File: config.mk
export PLATFORM = sky130hd
export DESIGN_NAME = branch_cmp_pipe
export DESIGN_NICKNAME = d
export VERILOG_FILES = /design/src/rtl/branch_cmp_pipe.sv
export SDC_FILE = /design/constraint.sdc
export NUM_CORES = 1
export LEC_CHECK = 0
export BUFFER_PORTS_ARGS = -buffer_cell sky130_fd_sc_hd__clkbuf_2
export CORE_MARGIN = 5
export CORE_UTILIZATION = 30
export DETAILED_ROUTE_END_ITERATION = 10
export PLACE_DENSITY_LB_ADDON = 0.05
export SLEW_MARGIN = 10
export SYNTH_ARGS = -nofsm -noshare
export SYNTH_HDL_FRONTEND = slang
export SYNTH_SLANG_ARGS = --single-unit
File: constraint.sdc
create_clock -name i_clk -period 2.4 [get_ports i_clk]
set_input_delay 0.48 -clock i_clk [delete_from_list [all_inputs] [get_ports i_clk]]
set_output_delay 0.48 -clock i_clk [all_outputs]
set_load 0.03 [all_outputs]
File: src/rtl/branch_cmp_pipe.sv
// Pipelined branch / SLT comparator: XLEN operands are compared one chunk per stage,
// MSB chunk first, carrying eq/lt accumulators and a hart tag down the pipe.
module branch_cmp_pipe #(
  parameter int XLEN       = 32,
  parameter int NUM_STAGES = 2,
  parameter int TAG_W      = 4
) (
  input  logic             i_clk,
  input  logic             i_reset_n,
  input  logic             i_valid,
  input  logic [TAG_W-1:0] i_tag,
  input  logic             i_stall,
  input  logic             i_flush,
  input  logic             i_slt_op,
  input  logic             i_br_signed,
  input  logic             i_is_branch,
  input  logic [2:0]       i_funct3,
  input  logic [XLEN-1:0]  i_rd1,
  input  logic [XLEN-1:0]  i_rd2,
  output logic             o_valid,
  output logic [TAG_W-1:0] o_tag,
  output logic             o_slt,
  output logic             o_is_branch_valid
);

  localparam int CW = XLEN / NUM_STAGES;
  localparam int NR = (NUM_STAGES > 1) ? NUM_STAGES - 1 : 1;

  // Stage register k keeps only the bits not yet compared; this packs them end to end.
  function automatic int rem_off(input int k);
    int s;
    s = 0;
    for (int j = 0; j < k; j++) s += XLEN - (j + 1) * CW;
    return s;
  endfunction

  localparam int RTOT = (NUM_STAGES > 1) ? rem_off(NUM_STAGES - 1) : 1;

  logic [RTOT-1:0]     a_fwd, b_fwd;
  logic [NR-1:0]       v_fwd, eq_fwd, lt_fwd, slt_fwd, br_fwd;
  logic [NR*TAG_W-1:0] tag_fwd;
  logic [NR*3-1:0]     f3_fwd;

  logic             o_valid_q, o_slt_q, o_br_q;
  logic [TAG_W-1:0] o_tag_q;

  generate
    for (genvar gi = 0; gi < NUM_STAGES; gi++) begin : g_stg
      localparam int W = XLEN - gi * CW;
      logic [W-1:0]     a_in, b_in;
      logic             v_in, eq_in, lt_in, slt_in, br_in;
      logic [TAG_W-1:0] tag_in;
      logic [2:0]       f3_in;
      logic             eq_c, lt_c, eq_d, lt_d;

      if (gi == 0) begin : g_head
        // Sign-extend the MSB chunk by one bit so one signed compare covers both modes.
        logic signed [CW:0] a_x, b_x;
        assign a_in   = i_rd1;
        assign b_in   = i_rd2;
        assign v_in   = i_valid;
        assign eq_in  = 1'b1;
        assign lt_in  = 1'b0;
        assign slt_in = i_slt_op;
        assign br_in  = i_is_branch;
        assign tag_in = i_tag;
        assign f3_in  = i_funct3;
        assign a_x    = {i_br_signed & a_in[W-1], a_in[W-1 -: CW]};
        assign b_x    = {i_br_signed & b_in[W-1], b_in[W-1 -: CW]};
        assign lt_c   = a_x < b_x;
      end else begin : g_body
        assign a_in   = a_fwd[rem_off(gi-1) +: W];
        assign b_in   = b_fwd[rem_off(gi-1) +: W];
        assign v_in   = v_fwd[gi-1];
        assign eq_in  = eq_fwd[gi-1];
        assign lt_in  = lt_fwd[gi-1];
        assign slt_in = slt_fwd[gi-1];
        assign br_in  = br_fwd[gi-1];
        assign tag_in = tag_fwd[(gi-1)*TAG_W +: TAG_W];
        assign f3_in  = f3_fwd[(gi-1)*3 +: 3];
        assign lt_c   = a_in[W-1 -: CW] < b_in[W-1 -: CW];
      end

      assign eq_c = a_in[W-1 -: CW] == b_in[W-1 -: CW];
      assign eq_d = eq_in & eq_c;
      assign lt_d = lt_in | (eq_in & lt_c);

      if (gi < NUM_STAGES - 1) begin : g_reg
        logic [W-CW-1:0]  a_q, b_q;
        logic             v_q, eq_q, lt_q, slt_q, br_q;
        logic [TAG_W-1:0] tag_q;
        logic [2:0]       f3_q;

        always_ff @(posedge i_clk) begin
          if (!i_reset_n)   v_q <= 1'b0;
          else if (i_flush) v_q <= 1'b0;
          else if (!i_stall) v_q <= v_in;
          if (!i_stall) begin
            a_q   <= a_in[W-CW-1:0];
            b_q   <= b_in[W-CW-1:0];
            eq_q  <= eq_d;
            lt_q  <= lt_d;
            slt_q <= slt_in;
            br_q  <= br_in;
            tag_q <= tag_in;
            f3_q  <= f3_in;
          end
        end

        assign a_fwd[rem_off(gi) +: W-CW] = a_q;
        assign b_fwd[rem_off(gi) +: W-CW] = b_q;
        assign v_fwd[gi]                   = v_q;
        assign eq_fwd[gi]                  = eq_q;
        assign lt_fwd[gi]                  = lt_q;
        assign slt_fwd[gi]                 = slt_q;
        assign br_fwd[gi]                  = br_q;
        assign tag_fwd[gi*TAG_W +: TAG_W]  = tag_q;
        assign f3_fwd[gi*3 +: 3]           = f3_q;
      end else begin : g_out
        logic taken_d;

        always_comb begin
          taken_d = 1'b0;
          case (f3_in)
            3'b000:         taken_d = eq_d;
            3'b001:         taken_d = ~eq_d;
            3'b100, 3'b110: taken_d = lt_d;
            3'b101, 3'b111: taken_d = ~lt_d;
            default:        taken_d = 1'b0;
          endcase
          taken_d = taken_d & br_in;
        end

        always_ff @(posedge i_clk) begin
          if (!i_reset_n) begin
            o_valid_q <= 1'b0;
            o_slt_q   <= 1'b0;
            o_br_q    <= 1'b0;
            o_tag_q   <= '0;
          end else if (i_flush) begin
            o_valid_q <= 1'b0;
            o_slt_q   <= 1'b0;
            o_br_q    <= 1'b0;
          end else if (!i_stall) begin
            o_valid_q <= v_in;
            o_slt_q   <= v_in & (slt_in ? lt_d : 1'b1);
            o_br_q    <= v_in & taken_d;
            if (v_in) o_tag_q <= tag_in;
          end
        end
      end
    end
  endgenerate

  assign o_valid           = o_valid_q;
  assign o_tag             = o_tag_q;
  assign o_slt             = o_slt_q;
  assign o_is_branch_valid = o_br_q;

endmodule

==> metrics.md, run 1 <==
| Metric | Value |
|---|---|
| Outcome | complete, no violations |
| Pwr Density | 560 nW/um^2 |
| CP Class | reg -> reg |
| Post-DRT Antenna Nets | 0 |
| Initial drt markers | 36 |
| Static leakage | 1.51 nW |
| CP startpoint | a_fwd[13] |
| Final Net Count | 407 |
| Final number of setup-violating endpoints | 0 |
| Hold_ws | 0.356 ns |
| Count of final hold-check violations | 0 |
| Synth top area share | 50.9% |
| CTS tree | yes |
| DIE HEIGHT | 102 um |
| Fin crit share | 81.2% |
| Postcts setup bufs | 0 |
| Worst-path clk slew | 0.09 ns |
| Die ar. | 10400 sq um |
| CP max stage cell | edfxtp_1 |
| Htree depth | 2 |
| Post-DP HPWL | 4.10 mm |
| Final Non-Filler Cells | 402 |
| Number of fill cells | 816 |
| Most frequent cells in the layout | clkbuf_2, edfxtp_1, inv_1 |
| Seq/Total Area, Yosys | 57.3% |
| Yosys reg bits | 51 |
| Final period demand of the worst path | 1.95 ns |
| Met1 GRT Util | 11.7% |
| F_max | 0.513 GHz |
| Grt met2 use | 16.9% |
| IO Pins | 86 |
| Critical path peak fanout | 2 |
| Min-Delay Startpoint | i_rd2[3] |
| Via-per-instance ratio | 4.31 |
| Bufs on Longest Clock Path | 2 |
| Worst reg2reg path depth | 6 |
| YS warnings | 0 |
| Synth cell types | 35 |
| Synth top area cells | edfxtp_1, ha_1, dfxtp_1 |
| Dpl cells | 394 |
| Max stage delay on crit path | 0.38 ns |
| Fin util | 38.9% |
| Hold Crit Class | in -> reg |
| Final WL | 4.85 mm |
| Critical path data required time | 2.59 ns |
| Layout cells sized above 1 | 33.3% |
| Die X | 102 um |
| Initial antenna violation count | 0 |
| Worst slew pin tran | 0.437 ns |
| GRT Overall Usage | 10.1% |
| FP Rows | 33 |
| Drt wl/cell | 12.1 um |
| First-pass GRT wire length | 8.04 mm |
| Area leader, netlist | edfxtp_1 |
| Syn_nets | 313 |
| Peak supply drop | 0.000211 V |
| Reg2reg start | a_fwd[13] |
| Drt first pass iters | 6 |
| Commonest non-fill, non-tap cell in the layout | clkbuf_2 |
| Clk Latency, worst-skew pair | 0.29 ns |
| Post_cts resized | 0 |
| Core area | 8220 sq um |
| Total grt overflow | 0 |
| Crit path DAT | 2.14 ns |
| R2R Path End | o_slt |
| Setup Skew | 0.00510 ns |
| Slew headroom | 70.8% |
| Largest net degree at the start of global routing | 26 |
| Startpoint Class | flop |
| Crit-path cells | ha_1, nand4_1, or2_4, a31oi_1, o311ai_1, a32o_1 |
| CTS hold repair buffers | 0 |
| Placed instance area | 3110 sq um |
| Crit-path leading delay family | compound AO/OA/AOI/OAI gates |
| Mean Syn Cell Area | 12.5 sq um |
| RSZ-0062 raised after global routing | no |
| R2R Setup Slk | 0.45 ns |
| Port Buffers | 85 |
| Antenna Cells | 0 |
| Syn Inst Count | 202 |
| Pins Over Slew Limit | 0 |
| Buf/Inv on CP | 0 |
| Critical Path Sink Type | flop |
| Routed via count | 1733 |
| # clock sinks | 51 |
| Total CTS buffers | 5 |
| Starting Density | 30.9% |
| DR DRC count | 0 |
| M3 GR Usage | 3.96% |
| Placer Congestion | 0.743 |
| Mapped Area | 2530 sq um |
| Vias in the first global route | 1779 |
| Min-Delay Endpoint | b_fwd[3] |
| CTS root buf | clkbuf_8 |
| Worst hold stages | 1 |
| Maximum capacitance violations | 0 |
| Area growth syn-to-layout | 26.2% |
| Final Cell Area | 3200 sq um |
| Grt peak-use layer | met2 |
| Sum Neg Setup Slack | 0 ns |
## stage by stage
step	power (W)	setup slack [ns]
6_report	0.00179	0.450
5_1_grt	0.00191	0.317
4_1_cts	0.00183	0.406
3_5_place_dp	0.00132	0.435
3_3_place_gp	0.00132	0.410
2_1_floorplan	0.00121	0.609
## worst register-to-register path, delay by kind of cell (launching register included)
family	cells	cell delay, ns
fa+ha+maj	1	0.31
compound gates	3	0.71
simple gates	2	0.44
flops	1	0.38
## cells by family after synthesis
logic type / after synthesis / synth area share [%]
AO/OA/AOI/OAI: 34 / 8.34
XOR/XNOR: 2 / 0.691
adder cells (fa/ha/maj): 32 / 15.8
buffers and inverters: 35 / 5.18
flip-flops: 51 / 57.3
multiplexers: 6 / 2.37
AND/OR/NAND/NOR: 42 / 10.4
## flip-flops by register name, indices dropped and copies added, names as in the netlist
register and flops:
eq_fwd 1, g_stg.g_reg.lt_q 1, o_tag 4, f3_fwd 3, o_is_branch_valid 1, b_fwd 16, o_slt 1, a_fwd 16
o_valid 1, g_stg.g_reg.slt_q 1, br_fwd 1, g_stg.g_reg.tag_q 4, g_stg.g_reg.v_q 1
## synthesized netlist by cell type
| cell | n |
|---|---|
| or2_4 | 1 |
| o21ai_0 | 3 |
| o21ai_1 | 4 |
| o311ai_1 | 1 |
| nor3_1 | 2 |
| mux2i_1 | 6 |
| inv_2 | 1 |
| nor2b_1 | 9 |
| and4bb_1 | 1 |
| nand2_1 | 7 |
| nand4_1 | 4 |
| or2_1 | 1 |
| ha_1 | 32 |
| and2b_2 | 1 |
| o21bai_1 | 2 |
| o211ai_1 | 1 |
| a31o_1 | 1 |
| inv_1 | 34 |
| a31oi_1 | 1 |
| xor2_1 | 2 |
| nand2b_1 | 1 |
| and3_1 | 1 |
| nor4_4 | 1 |
| nand4_2 | 1 |
| and2b_1 | 1 |
| nor2_1 | 4 |
| a32o_1 | 2 |
| edfxtp_1 | 43 |
| nand3_1 | 5 |
| and4_1 | 1 |
| a211oi_1 | 2 |
| a21o_1 | 4 |
| nor4_1 | 1 |
| a21oi_1 | 13 |
| dfxtp_1 | 8 |
## area by class of cell
type                            instances  area [sq um]  share of cell area, %
Inverter                               35           131                   4.11
Timing Repair Buffer                   87           440                   13.8
Multi-Input combinational cell        116           952                   29.8
Sequential cell                        51          1450                   45.4
Clock inverter                          1          5.00                  0.156
Clock buffer                            7          86.3                   2.70
Tap cell                              105           131                   4.11
## worst max path at each step
stage,to,slack (ns),depth (start not counted)
floorplan,o_tag[0],0.61,5
global route,o_slt,0.32,6
global placement,o_slt,0.41,6
CTS,o_slt,0.41,6
detailed placement,o_slt,0.43,6
finish,o_slt,0.45,6
## routing by layer
layer | share of wire (%) | wire (um)
met1 | 42 | 2030
met2 | 48 | 2310
met3 | 8.7 | 422
met4 | 1.7 | 82
met5 | 0 | 0
## power breakdown
group | internal [W] | switching, W
Sequential | 0.00103 | 0.0000193
Clock | 0.000233 | 0.000261
Combinational | 0.000126 | 0.000124
(Power assumes the default switching activity.)
==> inputs of run 2 (changes only) <==
Clock period 2.4 ns to 1.6 ns, I/O delays scaled along.
==> run 2 against run 1 <==
  * The run now ends with setup timing left
  * Sequential share of layout area decreased by 1.8 points
  * Clock power increased by 86%
  * Non-clock buffer count rose by 10
  * Die area unchanged
  * Hold slack got worse by 0.17 ns
  * Final cell count increased by 2.5%
  * Clock skew increased by 0.00086 ns
  * Wire length increased by 0.56%
  * Fmax increased by 13%
  * Count of clock-buffer cells in the layout fell by 2
  * Critical path depth is the same
  * Utilization grew 1.6 points
  * Critical path type unchanged
  * Critical endpoint unchanged
  * Largest power group unchanged
==> metrics.md, run 2 (same netlist as run 1, synthesis figures left out) <==
| Metric | Value |
|---|---|
| Postcts setup bufs | 0 (unchanged) |
| Crit-path leading delay family | compound AO/OA/AOI/OAI gates |
| Dpl cells | 404 (+2.5%) |
| Die ar. | 10400 sq um (unchanged) |
| Slew headroom | 81.7% (+11 points) |
| Maximum capacitance violations | 0 (unchanged) |
| Buf/Inv on CP | 0 (unchanged) |
| Sum Neg Setup Slack | -0.246 ns (-0.246 ns) |
| CP max stage cell | edfxtp_1 |
| Routed via count | 1768 (+2.0%) |
| Fin crit share | 108% (+27 points) |
| Post-DP HPWL | 4.10 mm (-0.21%) |
| Drt first pass iters | 4 (-2) |
| Commonest non-fill, non-tap cell in the layout | clkbuf_2 |
| Critical Path Sink Type | flop |
| Port Buffers | 85 (unchanged) |
| DIE HEIGHT | 102 um (unchanged) |
| Drt wl/cell | 11.8 um (-1.9%) |
| Layout cells sized above 1 | 36.8% (+3.5 points) |
| CTS hold repair buffers | 0 (unchanged) |
| Crit-path cells | ha_1, nand4_1, or2_4, a31oi_4, o311ai_2, a32o_1 |
| # clock sinks | 51 (unchanged) |
| Most frequent cells in the layout | clkbuf_2, edfxtp_1, inv_1 |
| Core area | 8220 sq um (unchanged) |
| First-pass GRT wire length | 8.20 mm (+2.0%) |
| Worst-path clk slew | 0.10 ns (about the same) |
| Final Non-Filler Cells | 412 (+2.5%) |
| Placer Congestion | 0.724 (-2.5%) |
| Final number of setup-violating endpoints | 2 (+2) |
| Bufs on Longest Clock Path | 2 (unchanged) |
| Pwr Density | 873 nW/um^2 (+56%) |
| Crit path DAT | 1.93 ns (-0.21 ns) |
| DR DRC count | 0 (unchanged) |
| Peak supply drop | 0.000311 V (+48%) |
| FP Rows | 33 (unchanged) |
| Clk Latency, worst-skew pair | 0.30 ns (about the same) |
| Htree depth | 2 (unchanged) |
| Outcome | finished, violations left |
| Largest net degree at the start of global routing | 23 (-12%) |
| Setup slack at placement | -0.183 ns (-0.617 ns) |
| Hold Crit Class | in -> reg |
| Initial antenna violation count | 0 (unchanged) |
| Total CTS buffers | 5 (unchanged) |
| Startpoint Class | flop |
| Instance count on the critical path | 6 (unchanged) |
| CTS root buf | clkbuf_8 |
| IO Pins | 86 (unchanged) |
| Worst hold stages | 1 (unchanged) |
| Max stage delay on crit path | 0.38 ns (about the same) |
| Failing checks | setup timing |
| Final Net Count | 417 (+2.5%) |
| Worst reg2reg path depth | 6 (unchanged) |
| Via-per-instance ratio | 4.29 (-0.46%) |
| Final period demand of the worst path | 1.73 ns (-0.224 ns) |
| F_max | 0.579 GHz (+13%) |
| Critical path peak fanout | 2 (unchanged) |
| Pins Over Slew Limit | 0 (unchanged) |
| Final WL | 4.88 mm (+0.56%) |
| CP Class | reg -> reg |
| CTS tree | yes |
| Die X | 102 um (unchanged) |
| Hold_ws | 0.181 ns (-0.174 ns) |
| Setup Skew | 0.00596 ns (+0.000864 ns) |
| Critical path data required time | 1.80 ns (-0.79 ns) |
| Static leakage | 1.57 nW (+3.8%) |
| Starting Density | 30.9% (unchanged) |
| Antenna Cells | 0 (unchanged) |
| Area growth syn-to-layout | 31.2% |
| Vias in the first global route | 1889 (+6.2%) |
| Count of final hold-check violations | 0 (unchanged) |
| Initial drt markers | 50 (+39%) |
| Worst slew pin tran | 0.273 ns (-0.164 ns) |
| Post-DRT Antenna Nets | 0 (unchanged) |
| Setup WS post-layout | -0.126 ns (-0.576 ns) |
| GRT Overall Usage | 10.0% (-0.050 points) |
| RSZ-0062 raised after global routing | yes |
| Total grt overflow | 0 (unchanged) |
| Number of fill cells | 786 (-3.7%) |
[run 2: layout make-up]
class / count / area, sq um / area share (%)
sequential: 51 / 1450 / 43.6
multi-input combinational: 116 / 978 / 29.4
timing repair buffer: 97 / 515 / 15.5
inverter: 35 / 134 / 4.02
tap: 105 / 131 / 3.95
clock buffer: 5 / 68.8 / 2.07
clock inverter: 3 / 47.5 / 1.43
[run 2: per-stage QoR]
stage	area, sq um	total power, W	util, %
finish	3330	0.00290	40.5
global route	3330	0.00309	40.5
CTS	3320	0.00296	40.4
detailed placement	3190	0.00202	38.8
global placement	3190	0.00202	38.8
floorplan	2540	0.00181	-
[run 2: final timing paths]
| check | from | to | slack [ns] |
|---|---|---|---|
| setup / recovery | a_fwd[13] | o_slt | -0.13 |
| hold / removal | i_rd1[5] | a_fwd[5] | 0.18 |
| setup reg to reg | a_fwd[13] | o_slt | -0.13 |
| hold reg to reg | o_valid | o_valid | 0.47 |
[run 2: layer usage]
| layer | track usage, % | routed length [um] | vias to the layer above |
|---|---|---|---|
| li1 | - | - | 935 |
| met1 | 12.4 | 2130 | 779 |
| met2 | 16.7 | 2340 | 49 |
| met3 | 2.94 | 325 | 5 |
| met4 | 3.63 | 76 | 0 |
| met5 | 0 | 0 | - |
[run 2: repair_timing]
action	4_1_cts	5_1_grt
gates resized for setup	1	2
gates cloned	0	0
endpoints found under the setup margin	2	2
pin swaps	0	2
[run 2: worst register-to-register path: cells and delay by family (launching register included)]
family | cells | cell delay [ns]
adder cells (fa/ha/maj) | 1 | 0.31
AO/OA/AOI/OAI | 3 | 0.50
AND/OR/NAND/NOR | 2 | 0.44
flip-flops | 1 | 0.38
[run 2: report_power, final]
part	internal, W	total [W]	switching [W]
Combinational	0.000215	0.000414	0.000199
Sequential	0.00154	0.00157	0.0000300
Clock	0.000474	0.000921	0.000446
